==> config.mk <==
export PLATFORM = sky130hd
export DESIGN_NAME = n101_regvec_wr_arb
export DESIGN_NICKNAME = d
export VERILOG_FILES = /design/src/rtl/n101_regvec_arb_pkg.sv /design/src/rtl/n101_rr_arb2.sv /design/src/rtl/n101_regvec_wr_arb.sv
export SDC_FILE = /design/constraint.sdc
export NUM_CORES = 1
export LEC_CHECK = 0
export ABC_AREA = 1
export CAP_MARGIN = 20
export CORE_UTILIZATION = 34
export CTS_CLUSTER_SIZE = 12
export DETAILED_ROUTE_END_ITERATION = 16
export PLACE_DENSITY = 0.72
export SYNTH_ARGS = -nofsm -noshare
export SYNTH_HDL_FRONTEND = slang
export SYNTH_SLANG_ARGS = --single-unit
==> constraint.sdc <==
create_clock -name clock -period 1.15 [get_ports clock]
set_input_delay 0.23 -clock clock [delete_from_list [all_inputs] [get_ports clock]]
set_output_delay 0.23 -clock clock [all_outputs]
set_load 0.02 [all_outputs]
==> src/rtl/n101_regvec_arb_pkg.sv <==
// Shared types and constants for the register-vector write arbiter.
// The saturating increment is kept here so every user gets the same clamp behaviour.
package n101_regvec_arb_pkg;

  typedef enum logic [1:0] {
    IDLE  = 2'd0,
    GRANT = 2'd1,
    CHECK = 2'd2
  } state_e;

  typedef enum logic {
    REQ_BUS = 1'b0,
    REQ_HW  = 1'b1
  } req_id_e;

  localparam int                   ERR_CNT_W   = 4;
  localparam logic [ERR_CNT_W-1:0] ERR_CNT_MAX = 4'd15;

  function automatic logic [ERR_CNT_W-1:0] sat_inc(input logic [ERR_CNT_W-1:0] v);
    return (v == ERR_CNT_MAX) ? v : v + {{(ERR_CNT_W-1){1'b0}}, 1'b1};
  endfunction

endpackage

==> src/rtl/n101_rr_arb2.sv <==
// Two-way round-robin picker: a lone requester wins outright, and on a tie
// the requester that did not win last time is chosen.
module n101_rr_arb2
  import n101_regvec_arb_pkg::*;
(
  input  logic [1:0] req_i,       // [0] bus, [1] hw
  input  req_id_e    last_gnt_i,
  output req_id_e    gnt_id_o,
  output logic       any_o
);

  always_comb begin
    gnt_id_o = REQ_BUS;
    if (req_i == 2'b11) begin
      gnt_id_o = (last_gnt_i == REQ_BUS) ? REQ_HW : REQ_BUS;
    end else if (req_i[1]) begin
      gnt_id_o = REQ_HW;
    end
  end

  assign any_o = |req_i;

endmodule

==> src/rtl/n101_regvec_wr_arb.sv <==
// Serialises bus and hardware writes into a bank of single-bit enable-gated cells,
// pulses one cell enable per write and reads the cell back to confirm the update.
//
// state | meaning
// IDLE  | waiting for a request; arbitrate and latch the winner
// GRANT | ready to the winner, enable pulse on the held cell
// CHECK | compare cell readback against the held data
module n101_regvec_wr_arb
  import n101_regvec_arb_pkg::*;
#(
  parameter  int NREG   = 8,
  localparam int ADDR_W = $clog2(NREG)
) (
  input  logic                 clock,
  input  logic                 reset,
  input  logic                 bus_valid_i,
  input  logic [ADDR_W-1:0]    bus_addr_i,
  input  logic                 bus_data_i,
  output logic                 bus_ready_o,
  input  logic                 hw_valid_i,
  input  logic [ADDR_W-1:0]    hw_addr_i,
  input  logic                 hw_data_i,
  output logic                 hw_ready_o,
  output logic [NREG-1:0]      reg_en_o,
  output logic [NREG-1:0]      reg_d_o,
  input  logic [NREG-1:0]      reg_q_i,
  output logic                 busy_o,
  output logic                 wr_err_o,
  input  logic                 err_clr_i,
  output logic [ERR_CNT_W-1:0] err_cnt_o
);

  state_e                state_q, state_d;
  logic [ADDR_W-1:0]     hold_addr_q, hold_addr_d;
  logic                  hold_data_q, hold_data_d;
  req_id_e               gnt_id_q, gnt_id_d;
  req_id_e               last_gnt_q, last_gnt_d;
  logic                  wr_err_q, wr_err_d;
  logic [ERR_CNT_W-1:0]  err_cnt_q, err_cnt_d;

  req_id_e               arb_gnt;
  logic                  arb_any;
  logic                  mismatch;

  n101_rr_arb2 u_arb (
    .req_i      ({hw_valid_i, bus_valid_i}),
    .last_gnt_i (last_gnt_q),
    .gnt_id_o   (arb_gnt),
    .any_o      (arb_any)
  );

  assign mismatch = (state_q == CHECK) && (reg_q_i[hold_addr_q] != hold_data_q);

  always_comb begin
    state_d     = state_q;
    hold_addr_d = hold_addr_q;
    hold_data_d = hold_data_q;
    gnt_id_d    = gnt_id_q;
    last_gnt_d  = last_gnt_q;
    wr_err_d    = wr_err_q;
    err_cnt_d   = err_cnt_q;

    unique case (state_q)
      IDLE: begin
        if (arb_any) begin
          hold_addr_d = (arb_gnt == REQ_BUS) ? bus_addr_i : hw_addr_i;
          hold_data_d = (arb_gnt == REQ_BUS) ? bus_data_i : hw_data_i;
          gnt_id_d    = arb_gnt;
          last_gnt_d  = arb_gnt;
          state_d     = GRANT;
        end
      end
      GRANT:   state_d = CHECK;
      CHECK:   state_d = IDLE;
      default: state_d = IDLE;
    endcase

    // A mismatch landing together with a clear takes precedence and counts as the first error.
    if (err_clr_i) begin
      wr_err_d  = 1'b0;
      err_cnt_d = '0;
    end
    if (mismatch) begin
      wr_err_d  = 1'b1;
      err_cnt_d = err_clr_i ? {{(ERR_CNT_W-1){1'b0}}, 1'b1} : sat_inc(err_cnt_q);
    end
  end

  always_ff @(posedge clock) begin
    if (reset) begin
      state_q     <= IDLE;
      hold_addr_q <= '0;
      hold_data_q <= 1'b0;
      gnt_id_q    <= REQ_BUS;
      last_gnt_q  <= REQ_HW;
      wr_err_q    <= 1'b0;
      err_cnt_q   <= '0;
    end else begin
      state_q     <= state_d;
      hold_addr_q <= hold_addr_d;
      hold_data_q <= hold_data_d;
      gnt_id_q    <= gnt_id_d;
      last_gnt_q  <= last_gnt_d;
      wr_err_q    <= wr_err_d;
      err_cnt_q   <= err_cnt_d;
    end
  end

  assign busy_o      = (state_q != IDLE);
  assign bus_ready_o = (state_q == GRANT) && (gnt_id_q == REQ_BUS);
  assign hw_ready_o  = (state_q == GRANT) && (gnt_id_q == REQ_HW);
  assign reg_en_o    = (state_q == GRANT) ? (NREG'(1) << hold_addr_q) : '0;
  assign reg_d_o     = NREG'(hold_data_q) << hold_addr_q;
  assign wr_err_o    = wr_err_q;
  assign err_cnt_o   = err_cnt_q;

endmodule

==> results of run 1 <==
## logic make-up after synthesis
family,after synthesis,share of synthesized area [%]
xor+xnor,2,2.08
buf+inv,18,9.97
compound gates,14,8.93
flops,13,31.0
fa+ha+maj,1,1.49
simple gates,86,46.6
## layout make-up
cell class / count / area [um2] / share of cell area, %
inverters: 16 / 75.1 / 3.85
repair buffers: 74 / 698 / 35.8
flip-flops and latches: 13 / 278 / 14.2
repair inverters: 1 / 8.76 / 0.449
well taps: 28 / 35.0 / 1.79
multi-input cells: 103 / 831 / 42.6
clock buffers: 4 / 26.3 / 1.35
## metal layers
metal	share of wire, %	track usage (%)	vias to the layer above
met5	0	0	-
met1	38	25.7	561
li1	-	-	594
met4	3.5	9.91	0
met3	6.1	2.63	14
met2	53	43.1	65
## cells in the mapped netlist, drive strengths merged
| cell | instances |
|---|---|
| nor2 | 19 |
| nor3 | 8 |
| nand3 | 9 |
| o21ai | 5 |
| xor2 | 2 |
| inv | 15 |
| nand2 | 45 |
| dfxtp | 13 |
| buf | 2 |
| ha | 1 |
| clkinv | 1 |
| a21oi | 5 |
| nand4 | 4 |
| a31oi | 4 |
| nand3b | 1 |
## registers in the layout, summed over array words and instances, names as in the netlist
| signal | count |
|---|---|
| err_cnt_o | 4 |
| hold_addr_q | 3 |
| state_q | 2 |
| gnt_id_q | 1 |
| hold_data_q | 1 |
| last_gnt_q | 1 |
| wr_err_o | 1 |
## timing repair
| item | CTS | global route |
|---|---|---|
| pin swaps | 5 | 17 |
| hold buffers | 0 | 0 |
| cloned | 1 | 0 |
| resized for setup | 153 | 65 |
| setup buffers | 2 | 7 |
| endpoints found under the setup margin | 35 | 30 |
## where the power goes
part | switching [uW] | internal (uW) | leakage [uW] | total [uW]
Combinational | 484 | 387 | 0.000735 | 871
Clock | 166 | 135 | 0.0000150 | 300
Sequential | 48.0 | 488 | 0.000111 | 536
## cells in the final DEF, fill, tap and decap left out, types with 5 or more instances in the layout
cell type                          n
sky130_fd_sc_hd__dfxtp_1           5
sky130_fd_sc_hd__dfxtp_2           5
sky130_fd_sc_hd__buf_6            23
sky130_fd_sc_hd__nand2_1          21
sky130_fd_sc_hd__buf_4            26
sky130_fd_sc_hd__clkdlybuf4s50_1  20
sky130_fd_sc_hd__inv_1             8
sky130_fd_sc_hd__nor2_4            8
sky130_fd_sc_hd__nand2_4           7
sky130_fd_sc_hd__nor2_1            7
sky130_fd_sc_hd__nor3_4            7
sky130_fd_sc_hd__nand2_2          15
## path summary, 6_finish.rpt
check | end
setup / recovery | wr_err_o$_SDFFE_PP0P_
hold / removal | gnt_id_q$_SDFFE_PP0P_
setup reg to reg | wr_err_o$_SDFFE_PP0P_
hold reg to reg | gnt_id_q$_SDFFE_PP0P_
## per-stage QoR
stage	TNS (ns)	utilization (%)	instances	total power (uW)	instance area [um2]
3_3_place_gp	-11.07	68.8	226	1100	1570
5_1_grt	-8.14	85.8	239	1780	1950
3_5_place_dp	-11.69	68.8	226	1120	1570
2_1_floorplan	-0.496	-	134	857	943
4_1_cts	-5.29	74.4	233	1480	1690
6_report	-6.83	85.8	239	1710	1950
## critical path, delay by kind of cell (launching register included)
| family | cells | cell delay, ns |
|---|---|---|
| flip-flops | 1 | 0.40 |
| AND/OR/NAND/NOR | 6 | 0.50 |
| AO/OA/AOI/OAI | 1 | 0.10 |
| buffers and inverters | 4 | 0.43 |
==> results.md, run 1 <==
- The flow ran to the end, but the final reports show violations.
- The final reports fail on setup timing.
- The number of global-route vias before repair was 1096.
- The startpoint of the worst register-to-register path is hold_addr_q[0]$_SDFFE_PP0P_.
- The number of sinks handled by clock tree synthesis is 13.
- The category of the critical setup timing path is register to register.
- The area growth from synthesis to layout is 132%.
- STA classifies the critical path startpoint as a register.
- The number of nets in the synthesized netlist is 156.
- The worst slack at placement is -0.493 ns.
- In the routed design, unresolved DRC markers number 0.
- The congestion estimate from routability-driven global placement came to 0.809.
- Fill cells in the final layout number 132.
- By area the synthesized netlist is led by sky130_fd_sc_hd__dfxtp_1, sky130_fd_sc_hd__nand2_1, sky130_fd_sc_hd__nor2_1.
- After clock tree synthesis, the clock-pin slew on the worst setup and hold paths is 0.09 ns.
- At the end of the flow, the number of nets in the layout was 234.
- The worst slew slack as a fraction of its limit is ~80%.
- Across all register-to-register paths, the minimum setup slack is -0.35 ns.
- Of all nets on the critical path, the largest fanout is 4.
- The final layout contains routed wiring with a total length of 3.46 mm.
- The repair_antennas step left the layout with diodes totalling 0.
- The origin of the worst min-delay path is gnt_id_q$_SDFFE_PP0P_.
- 45 I/O pins were placed.
- Tracing the worst setup path back leads to its startpoint at hold_addr_q[0]$_SDFFE_PP0P_.
- The number of warnings issued by yosys is 0.
- Across the run, the number of max-cap violations was 0.
- The first global-routing pass estimated 4.55 mm of wire.
- The worst path in the final design needs a cycle of 1.50 ns, including I/O delays and setup.
- Setup repair after global routing could not meet its margin everywhere.
- Dividing total power by cell area gives a power density of roughly 870 mW/mm2.
- The data required time at the worst endpoint is 1.37 ns.
- The remaining antenna violation count after routing is 0.
- Sequential elements use between 30% and 40% of the synthesized area.
- After floorplanning, the core was divided into 17 placement rows.
- The synthesized area per cell is ~6.3 um2.
- The number of different library cells used by synthesis comes to 21.
- The analysis attributes to cell leakage a power of 0.000861 uW.
- The cell type with the highest aggregate area in the netlist is sky130_fd_sc_hd__dfxtp_1.
- The core region is 0.00228 mm2.
- Across every metal layer, demand over resource in global routing totals 23.0%.
- Among all stages on the critical path, the largest delay is contributed by sky130_fd_sc_hd__dfxtp_4.
- The critical path goes through clkinv_4 -> buf_6 -> nand2_2 -> nand2_2 -> nand2_2 -> nand3_4 -> nand3_4 -> nand3_4 -> buf_4 -> buf_6 -> a21oi_2.
- The critical path capture point type is a register.
- The worst hold-check slack is 0.485 ns.
- The deepest clock path buffer count is 2.
- Derived from the worst setup path, the maximum achievable clock frequency is 0.668 GHz.
- The final period utilization is 130%.
- The overall die width is 51.7 um.
- The post-synthesis cell area is 841 um2.
- The share of cells above drive strength 1 is about three fifths.
- The worst-case reg-to-reg path depth is 11.
- The worst setup margin is -0.347 ns.
- The worst-case IR drop observed on VDD is 0.970 mV.
- The fraction of synthesized cell area taken by the top area cell type is 31.0%.
- The class of the tightest hold or removal check is register to register.
- The routed layout has between 1000 and 1500 vias.
- The initial antenna violation count is 0.
- After detailed routing, the average wire length per cell comes to 14.5 um.
- The largest single stage delay on the critical path is 0.40 ns.
- Input and output buffers added on the ports amount to 44.
- The setup skew after layout is 0.00111 ns.
- The pin count of the biggest net entering global routing is 8.
- Using the TritonRoute via totals, the vias-per-cell ratio works out to 5.16.
- Clock tree synthesis inserted a total of 3 buffers.
- At the pin with the least slew margin, the transition time is roughly 0.27 ns.
- The final-report max-slew violation count came to 0.
- The post-synthesis register bit count is 13.
- After the first detailed-routing iteration, the DRC count stood at 21.
- The post-synthesis cell count is ~130.
- The final-report setup violation count is 24.
- The count of final hold-check violations was 0.
- The clock tree from TritonCTS is yes.
- For the worst-skew pair, the clock arrives at the later sink with an insertion delay of 0.28 ns.
- The total overflow left after global routing is 0.
- The die height is 51.7 um.
- The cell depth of the worst hold path is 2.
- The die covers 0.00268 mm2.
- The first detailed-routing pass ran for 4 iterations.
- Clock tree synthesis selected as its root buffer the cell sky130_fd_sc_hd__clkbuf_4.
- The data arrival time at the worst-slack endpoint is 1.72 ns.
- After legalization and detailed placement, the total HPWL measured 2.03 mm.
- The number of levels in the clock H-tree is 1.
- The effective utilization at floorplan is a little under two fifths.
Note: power is estimated with default switching activity, not from simulation.
==> inputs of run 2 (changes only) <==
--- a/config.mk
+++ b/config.mk
@@ -14,3 +14,4 @@
 export SYNTH_ARGS = -nofsm -noshare
 export SYNTH_HDL_FRONTEND = slang
 export SYNTH_SLANG_ARGS = --single-unit
+export TNS_END_PERCENT = 20
==> run 2 against run 1 <==
Effect of this change: die area did not move; critical path type is now register to output port; the run still ends with setup timing left; combinational power fell by 21%; utilization fell by 11 points; non-clock buffer count fell by 6; sequential cell count did not move; sequential power barely moved; critical endpoint is now reg_d_o[5]; clock skew rose by 0.0026 ns.
==> results.md, run 2 (synthesis results as in run 1) <==
- The final-report max-slew violation count is 0.
- The count of final hold-check violations is 0.
- The congestion estimate from routability-driven global placement came to 0.782.
- The effective utilization at floorplan is 36.9%.
- The library cell used most frequently in the layout, excluding fill and tap cells, is sky130_fd_sc_hd__nand2_1.
- The worst register-to-register path has a setup slack of -0.30 ns.
- Derived from the worst setup path, the maximum achievable clock frequency is 0.667 GHz.
- The number of global-route vias before repair is 1069.
- Walking the worst path, the cells encountered are buf_6 -> buf_6 -> nand2_8 -> nor3_4 -> buf_6.
- The routed length per placed instance is 11.7 um.
- By instance count, the cell type seen most on the critical path is sky130_fd_sc_hd__buf_6.
- The number of placed instances, taps included, is 226.
- The worst-case reg-to-reg path depth is 13.
- The deepest clock path buffer count is 2.
- The number of buffers created by CTS is 3.
- In this run, post-CTS hold repair placed 0 buffers.
- CTS placed an instance of sky130_fd_sc_hd__clkbuf_4 at the clock tree root.
- The reported leakage power is 0.000778 uW.
- The total overflow left after global routing is 0.
- The checks that failed: setup timing.
- The origin of the worst min-delay path is last_gnt_q$_SDFFE_PP1P_.
- The slew of the pin with the lowest slew margin is 0.213 ns.
- The final period utilization is 130%.
- The remaining antenna violation count after routing is 0.
- The clock-pin transition on the worst setup and hold timing paths is 0.08 ns.
- The number of levels in the clock H-tree is 1.
- The number of antenna cells inserted is 0.
- The peak supply drop is 0.725 mV.
- The startpoint of the worst register-to-register path is hold_addr_q[0]$_SDFFE_PP0P_.
- The part of the power in registers is 35.4%.
- Along the worst path, the maximum fanout reaches 4.
- The critical path contains buffers and inverters numbering 3 combined.
- The clock latency reported for the late side of the worst-skew pair is about 0.27 ns.
- The number of cells in the finished layout apart from fillers is approximately 230.
- The total global-route track usage is around 22%.
- The biggest cell delay along the critical path is 0.39 ns.
- The die height is roughly 52 um.
- Dividing the detail-routed via count by the number of cells gives 4.79.
- The number of placement rows is 17.
- The overall die width is 51.7 um.
- The flow ran to the end, but the final reports show violations.
- The total number of vias is ~1100.
- For hold timing, the worst endpoint is last_gnt_q$_SDFFE_PP1P_.
- Among cell families on the critical path, the largest total delay comes from flip-flops.
- The post-route netlist has 48.8% of its cells at a drive strength greater than 1.
- Setup repair after global routing could not meet its margin everywhere.
- The worst hold path belongs to the class register to register.
- Summed over all nets, the switching power comes to 578 uW.
- The initial antenna violation count is 0.
- The first global-routing pass estimated 4.42 mm of wire.
- The violation count after the first detailed-route iteration is 35.
- The nature of the critical path startpoint is a register.
- In the routed design, unresolved DRC markers number 0.
- The power density over the cells is 884 mW/mm2.
- After detailed routing, the total wire length is 2.72 mm.
- The internal portion of total power is between 900 and 1000 uW.
- The category of the critical setup timing path is register to output port.
- The final HPWL from detailed placement is 2.09 mm.
- The register with the most flip-flops in the layout has 4 of them.
- On the final layout, the worst hold slack is 0.467 ns.
- The data required time at the worst endpoint is 0.92 ns.
- The critical path capture point type is an output port.
- The pin count of the biggest net entering global routing is 9.
- After layout, the design draws a total of 1510 uW.
- The worst register-to-register path ends at err_cnt_o[0]$_SDFFE_PP0P_.
- The number of sinks handled by clock tree synthesis is 13.
- The slowest stage of the critical path is the sky130_fd_sc_hd__dfxtp_4 cell.
- The clock tree from TritonCTS is yes.
- The max-capacitance violation count is 0.
- The time the final worst path needs with I/O delays and setup is 1.50 ns.
- For this run, the detailed router's first-pass iteration total came to 4.
- The final net count is approximately 230.
- The area growth from synthesis to layout is 103%.
- The worst hold path passes through 2 cells.
- The final-report setup violation count is 24.
- Between clock sinks in the finished design, the worst skew comes to 0.00367 ns.
- The share of total power consumed by net switching is around two fifths.
- The library cells used most frequently in the layout, excluding fill and tap cells, are sky130_fd_sc_hd__nand2_1, sky130_fd_sc_hd__buf_4, sky130_fd_sc_hd__clkdlybuf4s50_1.
- STA puts the critical path data arrival time at ~1.3 ns.
- The worst slew slack as a fraction of its limit is ~86%.
- The placeable core region is 0.00228 mm2.
- The setup TNS after final layout is -6.15 ns.
- The die covers 0.00268 mm2.
- The count of input and output buffers is 44.
- The clock network is responsible for 18.8% of the overall power.
- Per report_power, the combinational group accounts for 45.8% of the total.
- Setup slack on the critical path of the routed design comes to -0.349 ns.
- The number of top-level pins is 45.
[run 2: cell count changes in the layout (fill, tap and decap cells not counted), sizes merged]
cell    delta
buf        -7
clkbuf     +1
inv        +1
clkinv     -1
[run 2: repair_timing]
action / in CTS / in global routing
setup buffers: 1 / 1
pin swaps: 1 / 9
cloned: 1 / 0
setup endpoints to repair: 35 / 29
resized for setup: 142 / 19
[run 2: power groups by stage]
stage	registers, uW	clock network, uW	logic [uW]
global placement	524	0	563
CTS	530	287	622
finish	534	284	691
global route	539	307	744
floorplan	517	0	329
detailed placement	527	0	577
[run 2: per-layer routing]
metal  up-vias  part of all wire, %  GRT usage, %
met1       504                   40          23.8
met5         -                    0             0
met4         0                 0.63          8.11
met2        34                   56          43.9
met3         2                  3.4          1.75
li1        577                    -             -
[run 2: how the worst max path moves through the flow]
| stage | end | startpoint | slack [ns] | depth (start not counted) |
|---|---|---|---|---|
| 5_1_grt | err_cnt_o[0]$_SDFFE_PP0P_ | hold_addr_q[0]$_SDFFE_PP0P_ | -0.40 | 13 |
| 3_3_place_gp | reg_d_o[5] | hold_addr_q[0]$_SDFFE_PP0P_ | -0.50 | 3 |
| 6_report | reg_d_o[5] | hold_addr_q[0]$_SDFFE_PP0P_ | -0.35 | 5 |
| 2_1_floorplan | err_cnt_o[0]$_SDFFE_PP0P_ | hold_addr_q[0]$_SDFFE_PP0P_ | -0.08 | 12 |
| 4_1_cts | err_cnt_o[0]$_SDFFE_PP0P_ | hold_addr_q[0]$_SDFFE_PP0P_ | -0.30 | 12 |
| 3_5_place_dp | reg_en_o[2] | state_q[0]$_SDFFE_PP0P_ | -0.57 | 5 |
[run 2: final cells by class]
| class | instances | area (um2) |
|---|---|---|
| multi-input cells | 103 | 689 |
| repair buffers | 68 | 606 |
| fillers | 178 | 568 |
| flip-flops and latches | 13 | 272 |
| inverters | 16 | 75.1 |
| well taps | 28 | 35.0 |
| clock buffers | 4 | 26.3 |
| repair inverters | 1 | 5.00 |
[run 2: through the flow]
| step | utilization (%) | setup slack [ns] | cell area (um2) |
|---|---|---|---|
| final | 75.0 | -0.349 | 1710 |
| after global routing | 75.0 | -0.405 | 1710 |
| after CTS | 71.6 | -0.300 | 1630 |
| after detailed placement | 68.1 | -0.571 | 1550 |
| after floorplan | - | -0.0818 | 927 |
| after global placement | 68.1 | -0.495 | 1550 |
[run 2: tightest hold or removal path: stages, from the launching register on]
cell	delay, ns
sky130_fd_sc_hd__dfxtp_1	0.33
sky130_fd_sc_hd__nand2_1	0.05
sky130_fd_sc_hd__nand3_1	0.05
==> inputs of run 3 (changes only) <==
--- a/config.mk
+++ b/config.mk
@@ -6,7 +6,6 @@
 export NUM_CORES = 1
 export LEC_CHECK = 0
 export ABC_AREA = 1
-export CAP_MARGIN = 20
 export CORE_UTILIZATION = 34
 export CTS_CLUSTER_SIZE = 12
 export DETAILED_ROUTE_END_ITERATION = 16
==> results of run 3 <==
No change in the layout: final DEF, timing and power equal those of run 2.
